$ cat src/rtl/hazard_fwd_ctrl_pkg.sv
// Shared encodings for the hazard/forwarding controller: forward-select codes,
// Tuse/Tnew values, md start kinds and the shadow slot record.
package hazard_fwd_ctrl_pkg;

  localparam logic [2:0] FW_RF   = 3'd0;
  localparam logic [2:0] FW_OWN  = 3'd0;
  localparam logic [2:0] FW_W    = 3'd1;
  localparam logic [2:0] FW_M    = 3'd2;
  localparam logic [2:0] FW_PCA8 = 3'd3;

  localparam logic [1:0] TUSE_D    = 2'd0;
  localparam logic [1:0] TUSE_E    = 2'd1;
  localparam logic [1:0] TUSE_M    = 2'd2;
  localparam logic [1:0] TUSE_NONE = 2'd3;

  localparam logic [1:0] TNEW_LINK = 2'd0;
  localparam logic [1:0] TNEW_ALU  = 2'd1;
  localparam logic [1:0] TNEW_LOAD = 2'd2;

  typedef enum logic [1:0] {
    MD_NONE = 2'b00,
    MD_MULT = 2'b01,
    MD_DIV  = 2'b10
  } mdStart_e;

  typedef struct packed {
    logic       valid;
    logic [4:0] dst;
    logic [1:0] tnew;
    logic       link;
  } slot_t;

  // One stage of ageing: the result is one cycle closer, never below zero.
  function automatic logic [1:0] tnewAge(input logic [1:0] tnew);
    return (tnew == 2'd0) ? 2'd0 : tnew - 2'd1;
  endfunction

endpackage

$ cat src/rtl/hazard_fwd_ctrl_slot.sv
// One shadow pipeline slot: registers {valid, dst, tnew, link}, optionally ages
// tnew on load, and matches a set of source addresses against its destination.
module hazard_stage_slot
  import hazard_fwd_ctrl_pkg::*;
#(
  parameter int N_MATCH  = 2,
  parameter bit AGE_TNEW = 1'b0
) (
  input  logic                    clk,
  input  logic                    reset,
  input  slot_t                   slotNext,
  output slot_t                   slotQ,
  input  logic [N_MATCH-1:0][4:0] matchAddr,
  output logic [N_MATCH-1:0]      matchHit
);

  slot_t slotLoad;

  always_comb begin
    slotLoad = slotNext;
    if (AGE_TNEW) slotLoad.tnew = tnewAge(slotNext.tnew);
  end

  always_ff @(posedge clk) begin
    if (reset) slotQ <= '0;
    else       slotQ <= slotLoad;
  end

  // Register 0 never produces a hazard, so a zero address or zero dst never hits.
  always_comb begin
    matchHit = '0;
    for (int i = 0; i < N_MATCH; i++)
      matchHit[i] = (matchAddr[i] != 5'd0) && slotQ.valid && (slotQ.dst == matchAddr[i]);
  end

endmodule

$ cat src/rtl/hazard_fwd_ctrl.sv
// Hazard/forwarding controller: shadow E/M/W destination state drives the D-stage
// stall, the compare/ALU/store forwarding selects and the mult/div interlock.
module hazard_fwd_ctrl
  import hazard_fwd_ctrl_pkg::*;
#(
  parameter int MULT_CYCLES = 5,
  parameter int DIV_CYCLES  = 10
) (
  input  logic       clk,
  input  logic       reset,
  input  logic [4:0] d_rs,
  input  logic [4:0] d_rt,
  input  logic [1:0] d_tuse_rs,
  input  logic [1:0] d_tuse_rt,
  input  logic [4:0] d_dst,
  input  logic [1:0] d_tnew,
  input  logic       d_link,
  input  logic [1:0] d_md_start,
  input  logic       d_md_use,
  output logic       stall,
  output logic [2:0] fw_cmp_rs,
  output logic [2:0] fw_cmp_rt,
  output logic [2:0] fw_alu_rs,
  output logic [2:0] fw_alu_rt,
  output logic [2:0] fw_dm_rt,
  output logic       md_busy
);

  slot_t      eNext, eSlot, mSlot, wSlot;
  logic [4:0] eRs, eRt, mRt;
  mdStart_e   eMd;
  logic [3:0] mdCnt;
  logic [1:0] eHit;   // d_rs, d_rt
  logic [3:0] mHit;   // d_rs, d_rt, eRs, eRt
  logic [4:0] wHit;   // d_rs, d_rt, eRs, eRt, mRt
  logic       mReady;
  logic       mdAccept;
  logic       wSlotUnused;

  assign eNext = stall ? '0 : {1'b1, d_dst, d_tnew, d_link};

  hazard_stage_slot #(.N_MATCH(2), .AGE_TNEW(1'b0)) uSlotE (
    .clk(clk), .reset(reset), .slotNext(eNext), .slotQ(eSlot),
    .matchAddr({d_rt, d_rs}), .matchHit(eHit)
  );

  hazard_stage_slot #(.N_MATCH(4), .AGE_TNEW(1'b1)) uSlotM (
    .clk(clk), .reset(reset), .slotNext(eSlot), .slotQ(mSlot),
    .matchAddr({eRt, eRs, d_rt, d_rs}), .matchHit(mHit)
  );

  hazard_stage_slot #(.N_MATCH(5), .AGE_TNEW(1'b0)) uSlotW (
    .clk(clk), .reset(reset), .slotNext(mSlot), .slotQ(wSlot),
    .matchAddr({mRt, eRt, eRs, d_rt, d_rs}), .matchHit(wHit)
  );

  // W only matters through its match outputs.
  assign wSlotUnused = ^wSlot;

  assign mdAccept = !stall && (d_md_start != MD_NONE);

  always_ff @(posedge clk) begin
    if (reset) begin
      eRs   <= '0;
      eRt   <= '0;
      mRt   <= '0;
      eMd   <= MD_NONE;
      mdCnt <= '0;
    end else begin
      eRs <= stall ? 5'd0 : d_rs;
      eRt <= stall ? 5'd0 : d_rt;
      eMd <= stall ? MD_NONE : mdStart_e'(d_md_start);
      mRt <= eRt;
      if (mdAccept)
        mdCnt <= (d_md_start == MD_DIV) ? 4'(DIV_CYCLES) : 4'(MULT_CYCLES);
      else if (mdCnt != 4'd0)
        mdCnt <= mdCnt - 4'd1;
    end
  end

  assign md_busy = (mdCnt != 4'd0) || (eSlot.valid && (eMd != MD_NONE));
  assign mReady  = (mSlot.tnew == 2'd0);

  // A link in E carries tnew 0, so it can never exceed any Tuse.
  always_comb begin
    stall = 1'b0;
    if (eHit[0] && (eSlot.tnew > d_tuse_rs)) stall = 1'b1;
    if (mHit[0] && (mSlot.tnew > d_tuse_rs)) stall = 1'b1;
    if (eHit[1] && (eSlot.tnew > d_tuse_rt)) stall = 1'b1;
    if (mHit[1] && (mSlot.tnew > d_tuse_rt)) stall = 1'b1;
    if (d_md_use && md_busy)                 stall = 1'b1;
  end

  always_comb begin
    fw_cmp_rs = FW_RF;
    fw_cmp_rt = FW_RF;
    fw_alu_rs = FW_OWN;
    fw_alu_rt = FW_OWN;
    fw_dm_rt  = FW_OWN;

    if (eHit[0] && eSlot.link)  fw_cmp_rs = FW_PCA8;
    else if (mHit[0] && mReady) fw_cmp_rs = FW_M;
    else if (wHit[0])           fw_cmp_rs = FW_W;

    if (eHit[1] && eSlot.link)  fw_cmp_rt = FW_PCA8;
    else if (mHit[1] && mReady) fw_cmp_rt = FW_M;
    else if (wHit[1])           fw_cmp_rt = FW_W;

    if (mHit[2] && mReady)      fw_alu_rs = FW_M;
    else if (wHit[2])           fw_alu_rs = FW_W;

    if (mHit[3] && mReady)      fw_alu_rt = FW_M;
    else if (wHit[3])           fw_alu_rt = FW_W;

    if (wHit[4])                fw_dm_rt  = FW_W;
  end

endmodule

$ cat config.mk
export PLATFORM = sky130hd
export DESIGN_NAME = hazard_fwd_ctrl
export DESIGN_NICKNAME = d
export VERILOG_FILES = /design/src/rtl/hazard_fwd_ctrl_pkg.sv /design/src/rtl/hazard_fwd_ctrl_slot.sv /design/src/rtl/hazard_fwd_ctrl.sv
export SDC_FILE = /design/constraint.sdc
export NUM_CORES = 1
export LEC_CHECK = 0
export CORE_MARGIN = 2
export CORE_UTILIZATION = 48
export DETAILED_ROUTE_END_ITERATION = 6
export HOLD_SLACK_MARGIN = 0.15
export PLACE_DENSITY = 0.76
export SYNTH_ARGS = -nofsm -noshare
export SYNTH_HDL_FRONTEND = slang
export SYNTH_SLANG_ARGS = --single-unit
$ cat constraint.sdc
create_clock -name clk -period 2.6 [get_ports clk]
set_input_delay 0.52 -clock clk [delete_from_list [all_inputs] [get_ports clk]]
set_output_delay 0.52 -clock clk [all_outputs]
set_load 0.03 [all_outputs]
==> insert_results.sql, run 1 <==
INSERT INTO impl_metrics (metric_group, metric, value, unit) VALUES
('outcome', 'run_status', 'finished, violations left', ''),
('outcome', 'violated_checks', 'setup timing', ''),
('synth', 'synth_edf_count', '0', ''),
('drt', 'vias_per_cell', '5.266', ''),
('hold_path', 'timing.hold.worst.class', 'reg2reg', ''),
('synth', 'number_of_distinct_library_cell_variants_in_the_gate_level_netlist_after_synthesis', '37', ''),
('cells_and_area', 'design.final.nets', '365', ''),
('worst_setup_path', 'worstPathCellList', 'clkdlybuf4s50_1 -> ha_1 -> nand2_1 -> o21ai_2 -> o31ai_1 -> or4_4 -> buf_6', ''),
('synth', 'yosysWarningCount', '0', ''),
('worst_setup_path', 'timing.critical_path.max_delay_family', 'buffers and inverters', ''),
('die', 'start_util', '49.49', '%'),
('placed_design', 'placed_cells_incl_taps', '388', ''),
('worst_setup_path', 'timing.critical_path.from_type', 'primary input', ''),
('synth', 'ys_ff_latch', '44', ''),
('cells_and_area', 'multi_input_area', '1637', 'sq um'),
('hold_path', 'worst_hold_path.num_cells', '1', ''),
('cells_and_area', 'finalInstanceArea', '3385', 'sq um'),
('drt', 'route.antenna.remaining_nets', '0', ''),
('synth', 'synth_area_leaders', 'sky130_fd_sc_hd__dfxtp_1 (35%), sky130_fd_sc_hd__xnor2_1 (16%), sky130_fd_sc_hd__nor3b_2 (7.4%)', ''),
('drt', 'drcViolationCount', '0', ''),
('cells_and_area', 'area.sequential', '880.8', 'sq um'),
('worst_setup_path', 'path_class', 'in2out', ''),
('drt', 'routed.top_layer', 'met4', ''),
('cells_and_area', 'layout-drive-gt1-share', '32.62', '%'),
('cells_and_area', 'final_cells', '398', ''),
('global_routing', 'grt_util_all_layers', '21.44', '%'),
('die', 'die_height', '76.57', 'microns'),
('sta', 'final_max_slew_viol_count', '0', ''),
('clock_network', 'tritoncts', 'yes', ''),
('clock_network', 'clock_network_latency_to_the_later_pin_of_the_worst_skew_pair', '0.30', 'ns'),
('clock_network', 'clock_sink_count', '44', ''),
('worst_setup_path', 'required_arrival_time_at_the_worst_endpoint', '2.08', 'ns'),
('die', 'die_area', '5862', 'sq um'),
('placed_design', 'detailedPlacementHpwl', '4.329', 'mm'),
('sta', 'final.hold.worst_slack', '0.4401', 'ns'),
('drt', 'met2_wirelength', '2.962', 'mm'),
('power', 'power_per_cell_area', '690.2', 'nW/um^2'),
('drt', 'dr_total_vias', '2096', ''),
('sta', 'setup_skew_after_layout', '0.01015', 'ns'),
('synth', 'synthesis.instances', '266', ''),
('power', 'ir_worst_vdd', '0.6317', 'mV'),
('cells_and_area', 'area_growth_from_synthesis_to_layout', '33.91', '%'),
('hold_path', 'endpoint_of_the_worst_hold_path', 'uSlotM.slotQ[1]', ''),
('sta', 'finalWorstSetupSlack', '-0.09216', 'ns'),
('placed_design', 'detailed_place.area', '3142', 'sq um'),
('drt', 'detailedRoute.firstIterationViolations', '107', ''),
('worst_setup_path', 'max_stage_delay', '0.51', 'ns'),
('die', 'rows', '26', ''),
('cells_and_area', 'antennaDiodeCount', '0', ''),
('drt', 'wl_per_cell', '15.37', 'microns'),
('sta', 'setup-violations-final', '1', ''),
('global_routing', 'grt_start_max_net_pins', '41', ''),
('sta', 'maxClockFrequency', '371.4', 'MHz'),
('power', 'power.static_leakage', '1.369', 'nW'),
('synth', 'synth.top_cell.area_share', '34.85', '%'),
('synth', 'synth.cell_area', '2527', 'sq um'),
('worst_setup_path', 'critical_path.n_buffers_inverters', '2', ''),
('drt', 'firstDrtPassIters', '4', ''),
('clock_network', 'numCtsBuffers', '5', ''),
('global_routing', 'antenna_found_initial', '0', ''),
('sta', 'setup_total_negative_slack', '-0.09216', 'ns'),
('synth', 'synth.most_common_cell', 'sky130_fd_sc_hd__xnor2_1', ''),
('synth', 'post_synth_most_frequent_cells', 'sky130_fd_sc_hd__xnor2_1 (46), sky130_fd_sc_hd__dfxtp_1 (44), sky130_fd_sc_hd__nor2b_1 (19), sky130_fd_sc_hd__nor3b_2 (15), sky130_fd_sc_hd__clkbuf_1 (14)', ''),
('job', 'cap_violations', '0', ''),
('cells_and_area', 'fillCellCount', '420', ''),
('worst_setup_path', 'arr_time_crit_path', '2.17', 'ns'),
('synth', 'main_synth_ff_type', 'sky130_fd_sc_hd__dfxtp_1', ''),
('clock_network', 'clk_pin_slew', '0.09', 'ns'),
('clock_network', 'cts_htree_levels', '2', ''),
('die', 'floorplan.io_pins', '44', ''),
('worst_setup_path', 'critical_path.slowest_cell', 'sky130_fd_sc_hd__or4_4', '');
[flip-flops by register name, summed over array words and instances (netlist names)]
name,cells
uSlotM.slotQ,8
uSlotW.slotQ,6
mRt,5
eRs,5
mdCnt,4
eMd,2
eRt,5
uSlotE.slotQ,9
[metrics by stage]
stage	utilization, %	power, mW
CTS	64.92	2.313
global placement	61.51	1.705
finish	66.27	2.336
detailed placement	61.51	1.723
global route	66.27	2.466
floorplan	-	1.464
[layout by cell type (no fill, tap or decap), drive strengths merged, types with 4 or more instances in the layout]
cell and instances:
a21oi 4, buf 51, clkbuf 9, clkdlybuf4s50 14
conb 6, dfxtp 44, dlygate4sd2 4, ha 11
inv 11, nand2 10, nand4 10, nor2 9
nor2b 19, nor3 5, nor3b 21, nor4 9
o211ai 4, o21ai 4, or4 6, xnor2 46
xor2 10
[timing repair]
item | in CTS | in global routing
pin swaps | 18 | 9
setup buffers | 1 | 2
endpoints found under the setup margin | 30 | 8
gates resized for setup | 68 | 21
[layout make-up]
type	instances	area share, %
multi-input cells	191	48.35
flip-flops and latches	44	26.03
repair buffers	74	18.08
clock buffers	7	2.847
well taps	70	2.588
inverters	11	1.220
clock inverters	1	0.8872
[power by group through the flow]
stage	Sequential, mW	Clock, mW	Combinational (mW)
3_3_place_gp	0.883	0	0.823
6_report	0.879	0.574	0.883
3_5_place_dp	0.884	0	0.839
4_1_cts	0.873	0.576	0.864
2_1_floorplan	0.849	0	0.615
5_1_grt	0.892	0.602	0.972
[worst reg2reg max path, delay by kind of cell, from the launching register on]
kind / cells / cell delay [ns]
buffers and inverters: 1 / 0.26
flip-flops: 1 / 0.45
AO/OA/AOI/OAI: 2 / 0.48
AND/OR/NAND/NOR: 3 / 0.77
adder cells (fa/ha/maj): 1 / 0.24
[logic make-up after synthesis]
family,share of synthesized area (%)
AOI/OAI and AO/OA,7.178
xor gates and xnor gates,19.41
adders and majority gates,5.445
buffers and inverters,7.277
DFF,34.85
other,0.1484
and+or+nand+nor,25.69
[how the worst max path moves through the flow]
stage / from / to
after floorplan: d_rt[0] / stall
after global placement: d_rs[0] / stall
after detailed placement: d_rs[0] / stall
after CTS: d_rt[4] / stall
after global routing: d_tuse_rt[0] / stall
final: d_tuse_rt[0] / stall
[layer usage]
metal | track usage [%] | vias up
met1 | 26.07 | 992
met4 | 8.909 | 0
met5 | 0 | -
met2 | 36.55 | 65
met3 | 4.739 | 21
li1 | - | 1018
Power figures use the tool's default switching activity.
==> run 2: changes to the inputs <==
RECOVER_POWER = 25   (was unset)
==> insert_results.sql, run 2 (synthesized netlist as in run 1, its figures left out) <==
INSERT INTO impl_metrics (metric_group, metric, value, unit) VALUES
('outcome', 'run_status', 'finished, violations left', ''),
('outcome', 'violated_checks', 'setup timing', ''),
('cells_and_area', 'final_cells', '398', ''),
('drt', 'detailedRoute.firstIterationViolations', '107', ''),
('worst_setup_path', 'critPathCaptureType', 'output port', ''),
('clock_network', 'tritoncts', 'yes', ''),
('hold_path', 'timing.hold.worst.class', 'reg2reg', ''),
('sta', 'final_max_slew_viol_count', '0', ''),
('hold_path', 'hold_path.startpoint', 'uSlotE.slotQ[1]', ''),
('cells_and_area', 'design.final.nets', '365', ''),
('global_routing', 'grt_pass1_wl', '9.942', 'mm'),
('drt', 'wl_per_cell', '15.37', 'microns'),
('die', 'die_width', '76.57', 'microns'),
('worst_setup_path', 'arr_time_crit_path', '2.17', 'ns'),
('placed_design', 'detailedPlacementHpwl', '4.329', 'mm'),
('drt', 'vias_per_cell', '5.266', ''),
('clock_network', 'clk_path_buf_depth', '2', ''),
('die', 'core_outline_area', '5107', 'sq um'),
('placed_design', 'detailed_place.area', '3142', 'sq um'),
('clock_network', 'library_cell_used_as_clock_root_buffer', 'sky130_fd_sc_hd__clkbuf_8', ''),
('sta', 'worst_slew_pin_slew', '0.9811', 'ns'),
('placed_design', 'count_of_port_buffers_added_during_placement', '37', ''),
('cells_and_area', 'final_common_cell', 'sky130_fd_sc_hd__dfxtp_1', ''),
('drt', 'dr_total_vias', '2096', ''),
('cells_and_area', 'max_flop_register', 'uSlotE.slotQ', ''),
('sta', 'finalCritPeriodShare', '103.5', '%'),
('cells_and_area', 'finalInstanceArea', '3382', 'sq um'),
('cells_and_area', 'layout-drive-gt1-share', '32.62', '%'),
('cells_and_area', 'antennaDiodeCount', '0', ''),
('drt', 'drt_wl_total', '6.117', 'mm'),
('sta', 'post-route-min-period', '2.692', 'ns'),
('hold_path', 'worst_hold_path.num_cells', '1', ''),
('drt', 'route.antenna.remaining_nets', '0', ''),
('cells_and_area', 'multi_input_area', '1637', 'sq um'),
('die', 'start_util', '49.49', '%'),
('job', 'cap_violations', '0', ''),
('cells_and_area', 'final_cell_mix', 'sky130_fd_sc_hd__dfxtp_1 (44), sky130_fd_sc_hd__xnor2_1 (40), sky130_fd_sc_hd__buf_4 (37), sky130_fd_sc_hd__nor2b_1 (19), sky130_fd_sc_hd__nor3b_2 (16)', ''),
('power', 'ir_worst_vdd', '0.6317', 'mV'),
('drt', 'firstDrtPassIters', '4', ''),
('global_routing', 'antenna_found_initial', '0', ''),
('power', 'power.static_leakage', '1.369', 'nW'),
('sta', 'final-hold-violation-count', '0', ''),
('worst_setup_path', 'r2r_setup_slack', '0.28', 'ns'),
('cells_and_area', 'fillCellCount', '421', ''),
('cells_and_area', 'final_core_utilization', '66.22', '%'),
('sta', 'setup-violations-final', '1', ''),
('cells_and_area', 'largest_register_ffs', '9', ''),
('worst_setup_path', 'path_class', 'in2out', ''),
('worst_setup_path', 'required_arrival_time_at_the_worst_endpoint', '2.08', 'ns'),
('global_routing', 'grt_start_max_net_pins', '41', ''),
('placed_design', 'place_congestion', '0.8576', ''),
('global_routing', 'grt_remaining_overflow', '0', ''),
('power', 'finalPower', '2.336', 'mW'),
('clock_network', 'clock_sink_count', '44', ''),
('worst_setup_path', 'timing.reg2reg.worst_path_depth', '7', ''),
('sta', 'finalWorstSetupSlack', '-0.09216', 'ns'),
('power', 'power_per_cell_area', '690.6', 'nW/um^2'),
('cells_and_area', 'area_growth_from_synthesis_to_layout', '33.81', '%'),
('placed_design', 'detailedPlace.worstSlack', '-0.9230', 'ns'),
('sta', 'setup_skew_after_layout', '0.01015', 'ns'),
('cells_and_area', 'reg.largest.list', 'uSlotE.slotQ x9, uSlotM.slotQ x8, uSlotW.slotQ x6', ''),
('worst_setup_path', 'critical_path_peak_fanout', '2', ''),
('die', 'floorplan.io_pins', '44', ''),
('worst_setup_path', 'timing.rr.end', 'mdCnt[1]', ''),
('clock_network', 'numCtsBuffers', '5', ''),
('sta', 'maxClockFrequency', '371.4', 'MHz'),
('worst_setup_path', 'critPathLaunch', 'd_tuse_rt[0]', ''),
('clock_network', 'cts_htree_levels', '2', ''),
('global_routing', 'grt_util_all_layers', '21.44', '%'),
('sta', 'rsz_0062_raised_after_global_routing', 'yes', ''),
('sta', 'slew_headroom', '34.59', '%'),
('global_routing', 'first_global_vias', '2101', ''),
('cells_and_area', 'area.sequential', '880.8', 'sq um'),
('worst_setup_path', 'r2r-start', 'uSlotM.slotQ[2]', ''),
('placed_design', 'placed_cells_incl_taps', '388', ''),
('clock_network', 'clk_pin_slew', '0.09', 'ns'),
('drt', 'drcViolationCount', '0', ''),
('die', 'die_area', '5862', 'sq um'),
('die', 'die_height', '76.57', 'microns'),
('die', 'rows', '26', ''),
('hold_path', 'endpoint_of_the_worst_hold_path', 'uSlotM.slotQ[1]', ''),
('clock_network', 'clock_network_latency_to_the_later_pin_of_the_worst_skew_pair', '0.30', 'ns'),
('worst_setup_path', 'timing.critical_path.from_type', 'primary input', '');
-- run 2: what timing repair did --
item,CTS,global route
buffers inserted,1,2
endpoints found under the setup margin,30,8
hold buffers,0,0
pin swaps,18,9
cloned,0,0
resized for setup,68,21
-- run 2: worst max-delay path by stage --
stage                  to  slack (ns)  depth (start not counted)
global route        stall       -0.16                          7
floorplan           stall       -0.02                          6
global placement    stall       -0.92                          6
CTS                 stall       -0.11                          6
finish              stall       -0.09                          7
detailed placement  stall       -0.92                          6
-- run 2: final cells by class --
cell class | instances | area share (%)
multi-input combinational | 191 | 48.39
clock inverter | 1 | 0.8879
inverter | 11 | 1.221
tap | 70 | 2.590
timing repair buffer | 74 | 18.02
sequential | 44 | 26.05
clock buffer | 7 | 2.849
-- run 2: through the flow --
stage	hold WS, ns	setup TNS, ns
3_3_place_gp	0.4098	-10.60
5_1_grt	0.4461	-0.3046
6_report	0.4401	-0.09216
2_1_floorplan	0.3996	-0.02493
4_1_cts	0.4284	-0.1065
3_5_place_dp	0.4131	-10.96
-- run 2: report_power, final --
part	internal [mW]	switching [mW]	total (mW)
Sequential	0.772	0.107	0.879
Clock	0.339	0.235	0.574
Combinational	0.449	0.433	0.882
-- run 2: worst max-delay path, stage by stage --
cell and delay [ns]:
sky130_fd_sc_hd__clkdlybuf4s50_1 0.45, sky130_fd_sc_hd__ha_1 0.31, sky130_fd_sc_hd__nand2_1 0.07, sky130_fd_sc_hd__o21ai_2 0.07, sky130_fd_sc_hd__o31ai_1 0.09, sky130_fd_sc_hd__or4_4 0.51
sky130_fd_sc_hd__buf_6 0.16
-- run 2: layer usage --
layer,global-route usage [%],routed length [microns],part of all wire (%),vias to the layer above
li1,-,-,-,1018
met1,26.07,2700,44,992
met2,36.55,2962,48,65
met3,4.739,279,4.6,21
met4,8.909,173,2.8,0
met5,0,0,0,-
